--- src/rtl/mem_if_pkg.sv ---
// Shared types and defaults for the memory initiator: FSM state encoding,
// the OKAY response code and default channel widths.
package mem_if_pkg;

  typedef enum logic [2:0] {
    StIdle,
    StRdAddr,
    StRdData,
    StWrReq,
    StWrResp,
    StResp
  } mem_state_e;

  // Response code meaning success; anything else is reported as an error.
  localparam int unsigned RESP_OKAY = 0;

  localparam int unsigned DefAddrWdth = 4;
  localparam int unsigned DefDataWdth = 32;
  localparam int unsigned DefRespWdth = 1;

endpackage

--- src/rtl/mem_wdog.sv ---
// Loadable down-counter with an expiry flag. Held at LOAD_VAL-1 while load is
// high; counts down while en is high; expire is asserted on the last counted cycle.
module mem_wdog #(
  parameter int unsigned CNT_WDTH = 8,
  parameter int unsigned LOAD_VAL = 255
) (
  input  logic clk,
  input  logic rst_n,
  input  logic load,
  input  logic en,
  output logic expire
);

  logic [CNT_WDTH-1:0] count_q;

  // Reload while idle, then count down to zero and stop there.
  always_ff @(posedge clk or negedge rst_n) begin
    if (!rst_n) begin
      count_q <= '0;
    end else if (load) begin
      count_q <= CNT_WDTH'(LOAD_VAL - 1);
    end else if (en && (count_q != '0)) begin
      count_q <= count_q - CNT_WDTH'(1);
    end
  end

  assign expire = en && !load && (count_q == '0);

endmodule

--- src/rtl/mem_initiator.sv ---
// Memory-interface initiator: converts single-word client requests into
// AR/R or AW/W/B transactions, one outstanding at a time, and returns the
// response to the client. Every output is driven straight from a register.
// Optional feature: define MEM_INIT_TIMEOUT_EN to bound the response wait
// by TIMEOUT_CYC cycles, with draining of the late beat afterwards.
module mem_initiator
  import mem_if_pkg::*;
#(
  parameter int unsigned ADDR_WDTH = DefAddrWdth,
  parameter int unsigned DATA_WDTH = DefDataWdth,
  parameter int unsigned RESP_WDTH = DefRespWdth
`ifdef MEM_INIT_TIMEOUT_EN
  ,
  parameter int unsigned TIMEOUT_CYC = 255
`endif
) (
  input  logic                 clk,
  input  logic                 rst_n,
  // client request
  input  logic                 req_valid,
  output logic                 req_ready,
  input  logic                 req_write,
  input  logic [ADDR_WDTH-1:0] req_addr,
  input  logic [DATA_WDTH-1:0] req_wdata,
  // client response
  output logic                 rsp_valid,
  input  logic                 rsp_ready,
  output logic                 rsp_write,
  output logic                 rsp_err,
  output logic [DATA_WDTH-1:0] rsp_rdata,
  // read address / data
  output logic                 ar_valid,
  input  logic                 ar_ready,
  output logic [ADDR_WDTH-1:0] ar_address,
  input  logic                 r_valid,
  output logic                 r_ready,
  input  logic [RESP_WDTH-1:0] r_resp,
  input  logic [DATA_WDTH-1:0] r_data,
  // write address / data / response
  output logic                 aw_valid,
  input  logic                 aw_ready,
  output logic [ADDR_WDTH-1:0] aw_address,
  output logic                 w_valid,
  input  logic                 w_ready,
  output logic [DATA_WDTH-1:0] w_data,
  input  logic                 b_valid,
  output logic                 b_ready,
  input  logic [RESP_WDTH-1:0] b_resp
);

  mem_state_e state_q, state_d;

  logic                 aw_done_q, aw_done_d;
  logic                 w_done_q, w_done_d;
  logic                 write_q, write_d;
  logic [ADDR_WDTH-1:0] addr_q, addr_d;
  logic [DATA_WDTH-1:0] wdata_q, wdata_d;
  logic                 rsp_err_q, rsp_err_d;
  logic [DATA_WDTH-1:0] rsp_rdata_q, rsp_rdata_d;

  logic req_ready_q, req_ready_d;
  logic ar_valid_q, ar_valid_d;
  logic r_ready_q, r_ready_d;
  logic aw_valid_q, aw_valid_d;
  logic w_valid_q, w_valid_d;
  logic b_ready_q, b_ready_d;
  logic rsp_valid_q, rsp_valid_d;

`ifdef MEM_INIT_TIMEOUT_EN
  localparam int unsigned CntWdth = $clog2(TIMEOUT_CYC + 1);

  logic drain_q, drain_d;
  logic resp_wait;
  logic wdog_expire;

  // Only the response phases are bounded; address phases cannot be withdrawn.
  assign resp_wait = (state_q == StRdData) || (state_q == StWrResp);

  mem_wdog #(
    .CNT_WDTH(CntWdth),
    .LOAD_VAL(TIMEOUT_CYC)
  ) u_wdog (
    .clk   (clk),
    .rst_n (rst_n),
    .load  (!resp_wait),
    .en    (resp_wait),
    .expire(wdog_expire)
  );
`endif

  // Next-state, captured payload and registered-output values.
  always_comb begin
    state_d     = state_q;
    aw_done_d   = aw_done_q;
    w_done_d    = w_done_q;
    write_d     = write_q;
    addr_d      = addr_q;
    wdata_d     = wdata_q;
    rsp_err_d   = rsp_err_q;
    rsp_rdata_d = rsp_rdata_q;
`ifdef MEM_INIT_TIMEOUT_EN
    drain_d     = drain_q;
    // A late beat on the abandoned channel ends the drain.
    if (drain_q && ((!write_q && r_valid && r_ready_q) || (write_q && b_valid && b_ready_q))) begin
      drain_d = 1'b0;
    end
`endif

    case (state_q)
      StIdle: begin
        if (req_valid && req_ready_q) begin
          write_d     = req_write;
          addr_d      = req_addr;
          wdata_d     = req_wdata;
          aw_done_d   = 1'b0;
          w_done_d    = 1'b0;
          rsp_err_d   = 1'b0;
          rsp_rdata_d = '0;
          state_d     = req_write ? StWrReq : StRdAddr;
        end
      end
      StRdAddr: begin
        if (ar_valid_q && ar_ready) state_d = StRdData;
      end
      StRdData: begin
        if (r_valid && r_ready_q) begin
          rsp_err_d   = (r_resp != RESP_WDTH'(RESP_OKAY));
          rsp_rdata_d = (r_resp == RESP_WDTH'(RESP_OKAY)) ? r_data : '0;
          state_d     = StResp;
        end
`ifdef MEM_INIT_TIMEOUT_EN
        else if (wdog_expire) begin
          rsp_err_d   = 1'b1;
          rsp_rdata_d = '0;
          drain_d     = 1'b1;
          state_d     = StResp;
        end
`endif
      end
      StWrReq: begin
        // AW and W complete independently, possibly in the same cycle.
        if (aw_valid_q && aw_ready) aw_done_d = 1'b1;
        if (w_valid_q && w_ready) w_done_d = 1'b1;
        if (aw_done_d && w_done_d) state_d = StWrResp;
      end
      StWrResp: begin
        if (b_valid && b_ready_q) begin
          rsp_err_d   = (b_resp != RESP_WDTH'(RESP_OKAY));
          rsp_rdata_d = '0;
          state_d     = StResp;
        end
`ifdef MEM_INIT_TIMEOUT_EN
        else if (wdog_expire) begin
          rsp_err_d   = 1'b1;
          rsp_rdata_d = '0;
          drain_d     = 1'b1;
          state_d     = StResp;
        end
`endif
      end
      StResp: begin
        if (rsp_valid_q && rsp_ready) state_d = StIdle;
      end
      default: state_d = StIdle;
    endcase

    // Outputs are decoded from the next state so they appear registered.
    req_ready_d = (state_d == StIdle);
    ar_valid_d  = (state_d == StRdAddr);
    r_ready_d   = (state_d == StRdData);
    aw_valid_d  = (state_d == StWrReq) && !aw_done_d;
    w_valid_d   = (state_d == StWrReq) && !w_done_d;
    b_ready_d   = (state_d == StWrResp);
    rsp_valid_d = (state_d == StResp);
`ifdef MEM_INIT_TIMEOUT_EN
    req_ready_d = req_ready_d && !drain_d;
    r_ready_d   = r_ready_d || (drain_d && !write_d);
    b_ready_d   = b_ready_d || (drain_d && write_d);
`endif
  end

  // State, payload and output registers; reset aborts any transaction.
  always_ff @(posedge clk or negedge rst_n) begin
    if (!rst_n) begin
      state_q     <= StIdle;
      aw_done_q   <= 1'b0;
      w_done_q    <= 1'b0;
      write_q     <= 1'b0;
      addr_q      <= '0;
      wdata_q     <= '0;
      rsp_err_q   <= 1'b0;
      rsp_rdata_q <= '0;
      req_ready_q <= 1'b0;
      ar_valid_q  <= 1'b0;
      r_ready_q   <= 1'b0;
      aw_valid_q  <= 1'b0;
      w_valid_q   <= 1'b0;
      b_ready_q   <= 1'b0;
      rsp_valid_q <= 1'b0;
`ifdef MEM_INIT_TIMEOUT_EN
      drain_q     <= 1'b0;
`endif
    end else begin
      state_q     <= state_d;
      aw_done_q   <= aw_done_d;
      w_done_q    <= w_done_d;
      write_q     <= write_d;
      addr_q      <= addr_d;
      wdata_q     <= wdata_d;
      rsp_err_q   <= rsp_err_d;
      rsp_rdata_q <= rsp_rdata_d;
      req_ready_q <= req_ready_d;
      ar_valid_q  <= ar_valid_d;
      r_ready_q   <= r_ready_d;
      aw_valid_q  <= aw_valid_d;
      w_valid_q   <= w_valid_d;
      b_ready_q   <= b_ready_d;
      rsp_valid_q <= rsp_valid_d;
`ifdef MEM_INIT_TIMEOUT_EN
      drain_q     <= drain_d;
`endif
    end
  end

  assign req_ready  = req_ready_q;
  assign rsp_valid  = rsp_valid_q;
  assign rsp_write  = write_q;
  assign rsp_err    = rsp_err_q;
  assign rsp_rdata  = rsp_rdata_q;
  assign ar_valid   = ar_valid_q;
  assign ar_address = addr_q;
  assign r_ready    = r_ready_q;
  assign aw_valid   = aw_valid_q;
  assign aw_address = addr_q;
  assign w_valid    = w_valid_q;
  assign w_data     = wdata_q;
  assign b_ready    = b_ready_q;

endmodule

--- config.mk ---
export PLATFORM = sky130hd
export DESIGN_NAME = mem_initiator
export DESIGN_NICKNAME = d
export VERILOG_FILES = /design/src/rtl/mem_if_pkg.sv /design/src/rtl/mem_wdog.sv /design/src/rtl/mem_initiator.sv
export SDC_FILE = /design/constraint.sdc
export NUM_CORES = 1
export LEC_CHECK = 0
export CELL_PAD_IN_SITES_DETAIL_PLACEMENT = 0
export CELL_PAD_IN_SITES_GLOBAL_PLACEMENT = 1
export CORE_AREA = 2 2 90 92
export DETAILED_ROUTE_END_ITERATION = 8
export DIE_AREA = 0 0 92 94
export DONT_BUFFER_PORTS = 1
export PLACE_DENSITY_LB_ADDON = 0.1
export SLEW_MARGIN = 10
export SYNTH_ARGS = -nofsm -noshare
export SYNTH_HDL_FRONTEND = slang
export SYNTH_SLANG_ARGS = --single-unit
--- constraint.sdc ---
create_clock -name clk -period 2.3 [get_ports clk]
set_input_delay 0.46 -clock clk [delete_from_list [all_inputs] [get_ports clk]]
set_output_delay 0.46 -clock clk [all_outputs]
set_load 0.02 [all_outputs]
# ---- Word-level counts from Yosys, hierarchy flattened
# Index checks and enable logic that the tools add are counted.
dict set report word_totals {
  output_inout_bits 81
  input_bits 80
  ff_bits 82
}
dict set report op_classes {
  n_eq_ne 13
  n_reduce_logical 17
  muxes 25
}
# cell count
set op_table {}
lappend op_table {{$mux W32} 4}
lappend op_table {{$pmux W32 S3} 1}
lappend op_table {{$mux W3} 6}
lappend op_table {{$pmux W3 S6} 1}
lappend op_table {{$eq A3 B2 Y1 const B} 4}
lappend op_table {{$eq A3 B3 Y1 const B} 4}
lappend op_table {{$logic_and A1 B1 Y1} 10}
lappend op_table {{$mux W1} 9}
lappend op_table {{$eq A3 B1 Y1 const B} 2}
lappend op_table {{$logic_not A3 Y1} 2}
lappend op_table {{$ne A2 B2 Y1 const B} 3}
lappend op_table {{$pmux W1 S2} 2}
lappend op_table {{$reduce_and A4 Y1} 1}
lappend op_table {{$pmux W1 S3} 1}
lappend op_table {{$reduce_bool A3 Y1} 1}
lappend op_table {{$logic_not A1 Y1} 2}
lappend op_table {{$mux W2} 1}
lappend op_table {{$reduce_and A2 Y1} 1}

# ---- Longest topological paths before layout
dict set report logic_depth {
  ltp_word 8
  depth_mapped 6
  depth_no_buf 4
}

# ---- Worst setup path after synthesis
# OpenSTA, ideal clock, no wires.
dict set report synth_path {
  kind {reg-to-reg}
  start {register req_ready_q (netlist: req_ready)}
  end {register rsp_err_q (netlist: rsp_err)}
  period_less_slack_ns 1.677
  t_required_ns 2.175
  path_slack_ns 0.623
  setup_time_ns 0.125
  stages_incl_launch_ff 5
  n_path_buf 0
  t_arrival_ns 1.551
  path_cell_list {dfrtp_1 > nand2_1 > a211o_1 > a21oi_4 > mux2_4}
}
dict set report synth_between {
  elab_chain_len 3
}
# item line
set synth_rtl {}
lappend synth_rtl {{from (decl)} mem_initiator.sv:61} ;# logic req_ready_q, req_ready_d;
lappend synth_rtl {{from (signal assigned)} mem_initiator.sv:212} ;# req_ready_q <= req_ready_d;
lappend synth_rtl {{$logic_and A1 B1 Y1} mem_initiator.sv:111} ;# if (req_valid && req_ready_q) begin
lappend synth_rtl {{$ne A2 B2 Y1 (no source line)} n/a}
lappend synth_rtl {{$reduce_and A4 Y1 (no source line)} n/a}
lappend synth_rtl {{to (signal assigned)} mem_initiator.sv:210} ;# rsp_err_q <= rsp_err_d;
lappend synth_rtl {{to (decl)} mem_initiator.sv:58} ;# logic rsp_err_q, rsp_err_d;
# Every way passes these cells.
# A chain may end at the register's enable or synchronous reset.

# ---- Final worst setup path
dict set report layout_path {
  start {register req_ready_q (netlist: req_ready)}
  end {register rsp_rdata_q[3] (netlist: rsp_rdata[3])}
}
dict set report layout_between {
  elab_chain_len 3
}
# item line
set layout_rtl {}
lappend layout_rtl {{$logic_and A1 B1 Y1} mem_initiator.sv:111}
lappend layout_rtl {{$ne A2 B2 Y1 (no source line)} n/a}
lappend layout_rtl {{$reduce_and A4 Y1 (no source line)} n/a}
lappend layout_rtl {{to (signal assigned)} mem_initiator.sv:211} ;# rsp_rdata_q <= rsp_rdata_d;
lappend layout_rtl {{to (decl)} mem_initiator.sv:59} ;# logic [DATA_WDTH-1:0] rsp_rdata_q, rsp_rdata_d;
# Every way passes these cells.

==> metrics.csv <==
metric,value,unit
outcome,finished with violations,
violated checks,hold timing,
most frequently used flop master after synthesis,sky130_fd_sc_hd__dfrtp_1,
fraction of post-synthesis cell area in the top cell type by area,58.5,%
layout-stage area growth over the synthesis result,7.07,%
via count,1972,
uppermost metal layer occupied by signal nets,met4,
crit share post-route,84.1,%
Routed WL,6730,um
number of buffers created by CTS,9,
crit path to,rsp_rdata[3]$_DFFE_PN0P_,
Die Width,92,um
H-tree Lvls,3,
upper clock frequency limit,517,MHz
path type of the worst min-delay path,input pin to asynchronous set/reset pin,
per-cell routed wire length,17.3,um
vias in the first global route,2063,
number of port buffers,0,
largest voltage drop on the vdd net,0.729,mV
iteration count of the initial detailed-routing pass,4,
share of final-layout standard cells stronger than drive strength 1,22.4,%
Leakage,0.00161,uW
post-route clock skew,8.41,ps
#FFs+latches synth,82,
highest net fanout along the worst path,20,
timing startpoint of the critical path,req_ready$_DFF_PN0_,
routability congestion estimate,0.690,
slack of the critical path,365,ps
post-synth top area cell,sky130_fd_sc_hd__dfrtp_1,
"commonest cells after routing, fill and taps aside","sky130_fd_sc_hd__dfrtp_1, sky130_fd_sc_hd__mux2_2, sky130_fd_sc_hd__nand2_1, sky130_fd_sc_hd__inv_1, sky130_fd_sc_hd__mux2i_1",
number of clock sinks,82,
"Seq/Total Area, Yosys",58.5,%
clock edge transition at the registers on the reported setup and hold paths,80,ps
largest net degree at the start of global routing,83,
post-detailed-route via-to-cell ratio,5.08,
Iteration-0 DRC Markers,62,
core area,7610,um^2
met2 routed wirelength,2940,um
RSZ-0062 raised after global routing,false,
Placed Cells incl. Taps,372,
source-to-sink clock delay at the later pin of the worst-skew pair,340,ps
syn_nets,361,
max-cap viol count,0,
CTS tree,yes,
endpoint of the lowest-slack register-to-register path,rsp_rdata[3]$_DFFE_PN0P_,
DR DRC count,0,
cell area after technology mapping,3510,um^2
startpoint types,flop,
worst hold-check slack,-199,ps
transition time at the pin with the least slew margin,412,ps
shortest period the worst path allows,1930,ps
die extent in y,94,um
Cell variety after synth,33,
standard-cell rows,32,
initial antenna violation count,0,
cell area power density,1550,nW/um^2
Die ar.,8650,um^2
Reg-to-Reg Start,req_ready$_DFF_PN0_,
total global-route track usage,15.8,%
cell depth of the worst flop-to-flop path,5,
tightest slew margin relative to the limit,72.4,%
first-pass GRT wire length,10500,um
DRT antenna net count,0,
total routed wire length on the met1 layer,2870,um
Final Hold Vio Count,82,
Final nets,361,
cells after synthesis,281,
pre-CTS WS,391,ps
routed wire length on met3,803,um
initial core utilization,46.1,%
category of the worst setup path capture point,flop,
R2R setup slack,370,ps
"most common cell after layout, fill and taps aside",sky130_fd_sc_hd__dfrtp_1,
Syn. warnings,0,
data required time at the worst endpoint,2560,ps
Setup Total Neg Slack,0,ps
root buffer selected by CTS,sky130_fd_sc_hd__clkbuf_8,
fill cell total of the finished layout,711,
n_diodes,0,
most area-consuming cells after synthesis,"sky130_fd_sc_hd__dfrtp_1, sky130_fd_sc_hd__mux2_2, sky130_fd_sc_hd__mux2i_1",
CP arrival,2190,ps
final number of max-transition violations,0,
I/O pin total,161,
HPWL after detailed placement,4730,um
type of the worst setup path,flop to flop,
number of cells in the finished layout apart from fillers,388,
final setup violation count,0,
total overflow reported by the global router,0,
Longest Clk Path Bufs,2,
per-instance average area after synthesis,12.5,um^2
share of synthesized registers carrying an async set or reset,100,%
"EDFF count, synth",0,
==> report_power, final <==
group	internal [uW]	total [uW]	switching, uW
combinational	764	1410	650
clock	538	1060	519
sequential	2060	3340	1280
total	3360	5810	2450
==> cell families (layout without fill, tap and decap cells) <==
group,after synthesis,in the layout,synth area share (%)
buffers and inverters,51,56,7.57
DFF,82,82,58.5
AOI/OAI and AO/OA,17,17,3.75
muxes,70,70,21.4
and+or+nand+nor,61,61,8.71
==> registers in the layout (all words and copies together) (netlist names), 3 cells and up <==
register	count
state_q	3
w_data	32
rsp_rdata	32
ar_address	4
==> through the flow <==
stage	power [uW]	cell area, um^2	util [%]
after floorplan	4620	3510	-
after global placement	4780	3550	46.7
after detailed placement	4820	3550	46.7
after CTS	5900	3750	49.3
after global routing	6160	3750	49.3
final	5810	3750	49.3
==> cells in the mapped netlist (2+ instances only) <==
cell type / instances
sky130_fd_sc_hd__buf_2: 8
sky130_fd_sc_hd__inv_1: 35
sky130_fd_sc_hd__a21oi_1: 6
sky130_fd_sc_hd__buf_12: 3
sky130_fd_sc_hd__buf_4: 4
sky130_fd_sc_hd__nand3_1: 2
sky130_fd_sc_hd__dfrtp_1: 82
sky130_fd_sc_hd__a211o_1: 2
sky130_fd_sc_hd__mux2i_1: 32
sky130_fd_sc_hd__nand3b_1: 2
sky130_fd_sc_hd__nand2b_1: 2
sky130_fd_sc_hd__a21oi_4: 2
sky130_fd_sc_hd__nor2b_1: 3
sky130_fd_sc_hd__mux2_2: 37
sky130_fd_sc_hd__nor2_1: 8
sky130_fd_sc_hd__a31oi_1: 2
sky130_fd_sc_hd__nand2_1: 35
==> layout make-up <==
cell class	instances	area, um^2	share of cell area [%]
sequential	82	2050	54.7
multi-input combinational	148	1190	31.7
clock buffer	11	141	3.77
inverter	35	131	3.50
tap	102	128	3.40
clock inverter	5	62.6	1.67
timing repair buffer	5	50.0	1.33
==> routing by layer <==
metal  vias to the layer above  GRT usage [%]
met2                       101           23.0
met4                         0           7.46
met5                         -              0
met1                       949           20.1
li1                        912              -
met3                        10           7.38
==> critical path: stages (launching register included) <==
cell and delay, ps:
sky130_fd_sc_hd__dfrtp_1 480, sky130_fd_sc_hd__nand2_1 180, sky130_fd_sc_hd__a211o_1 380, sky130_fd_sc_hd__a21oi_4 190
sky130_fd_sc_hd__buf_4 350, sky130_fd_sc_hd__mux2i_1 260
==> how the worst min path moves through the flow <==
stage / end / from / cells past startpoint
floorplan: ar_address[0]$_DFFE_PN0P_ / rst_n / 0
global placement: rsp_rdata[13]$_DFFE_PN0P_ / rst_n / 0
detailed placement: rsp_rdata[13]$_DFFE_PN0P_ / rst_n / 0
CTS: rsp_rdata[13]$_DFFE_PN0P_ / rst_n / 0
global route: rsp_rdata[19]$_DFFE_PN0P_ / rst_n / 0
finish: rsp_rdata[13]$_DFFE_PN0P_ / rst_n / 0
==> repair_timing <==
action / in CTS / in global routing
hold endpoints to repair: 82 / 82
resized for setup: 0 / 0
setup buffers: 0 / 0
(Power assumes the default switching activity.)
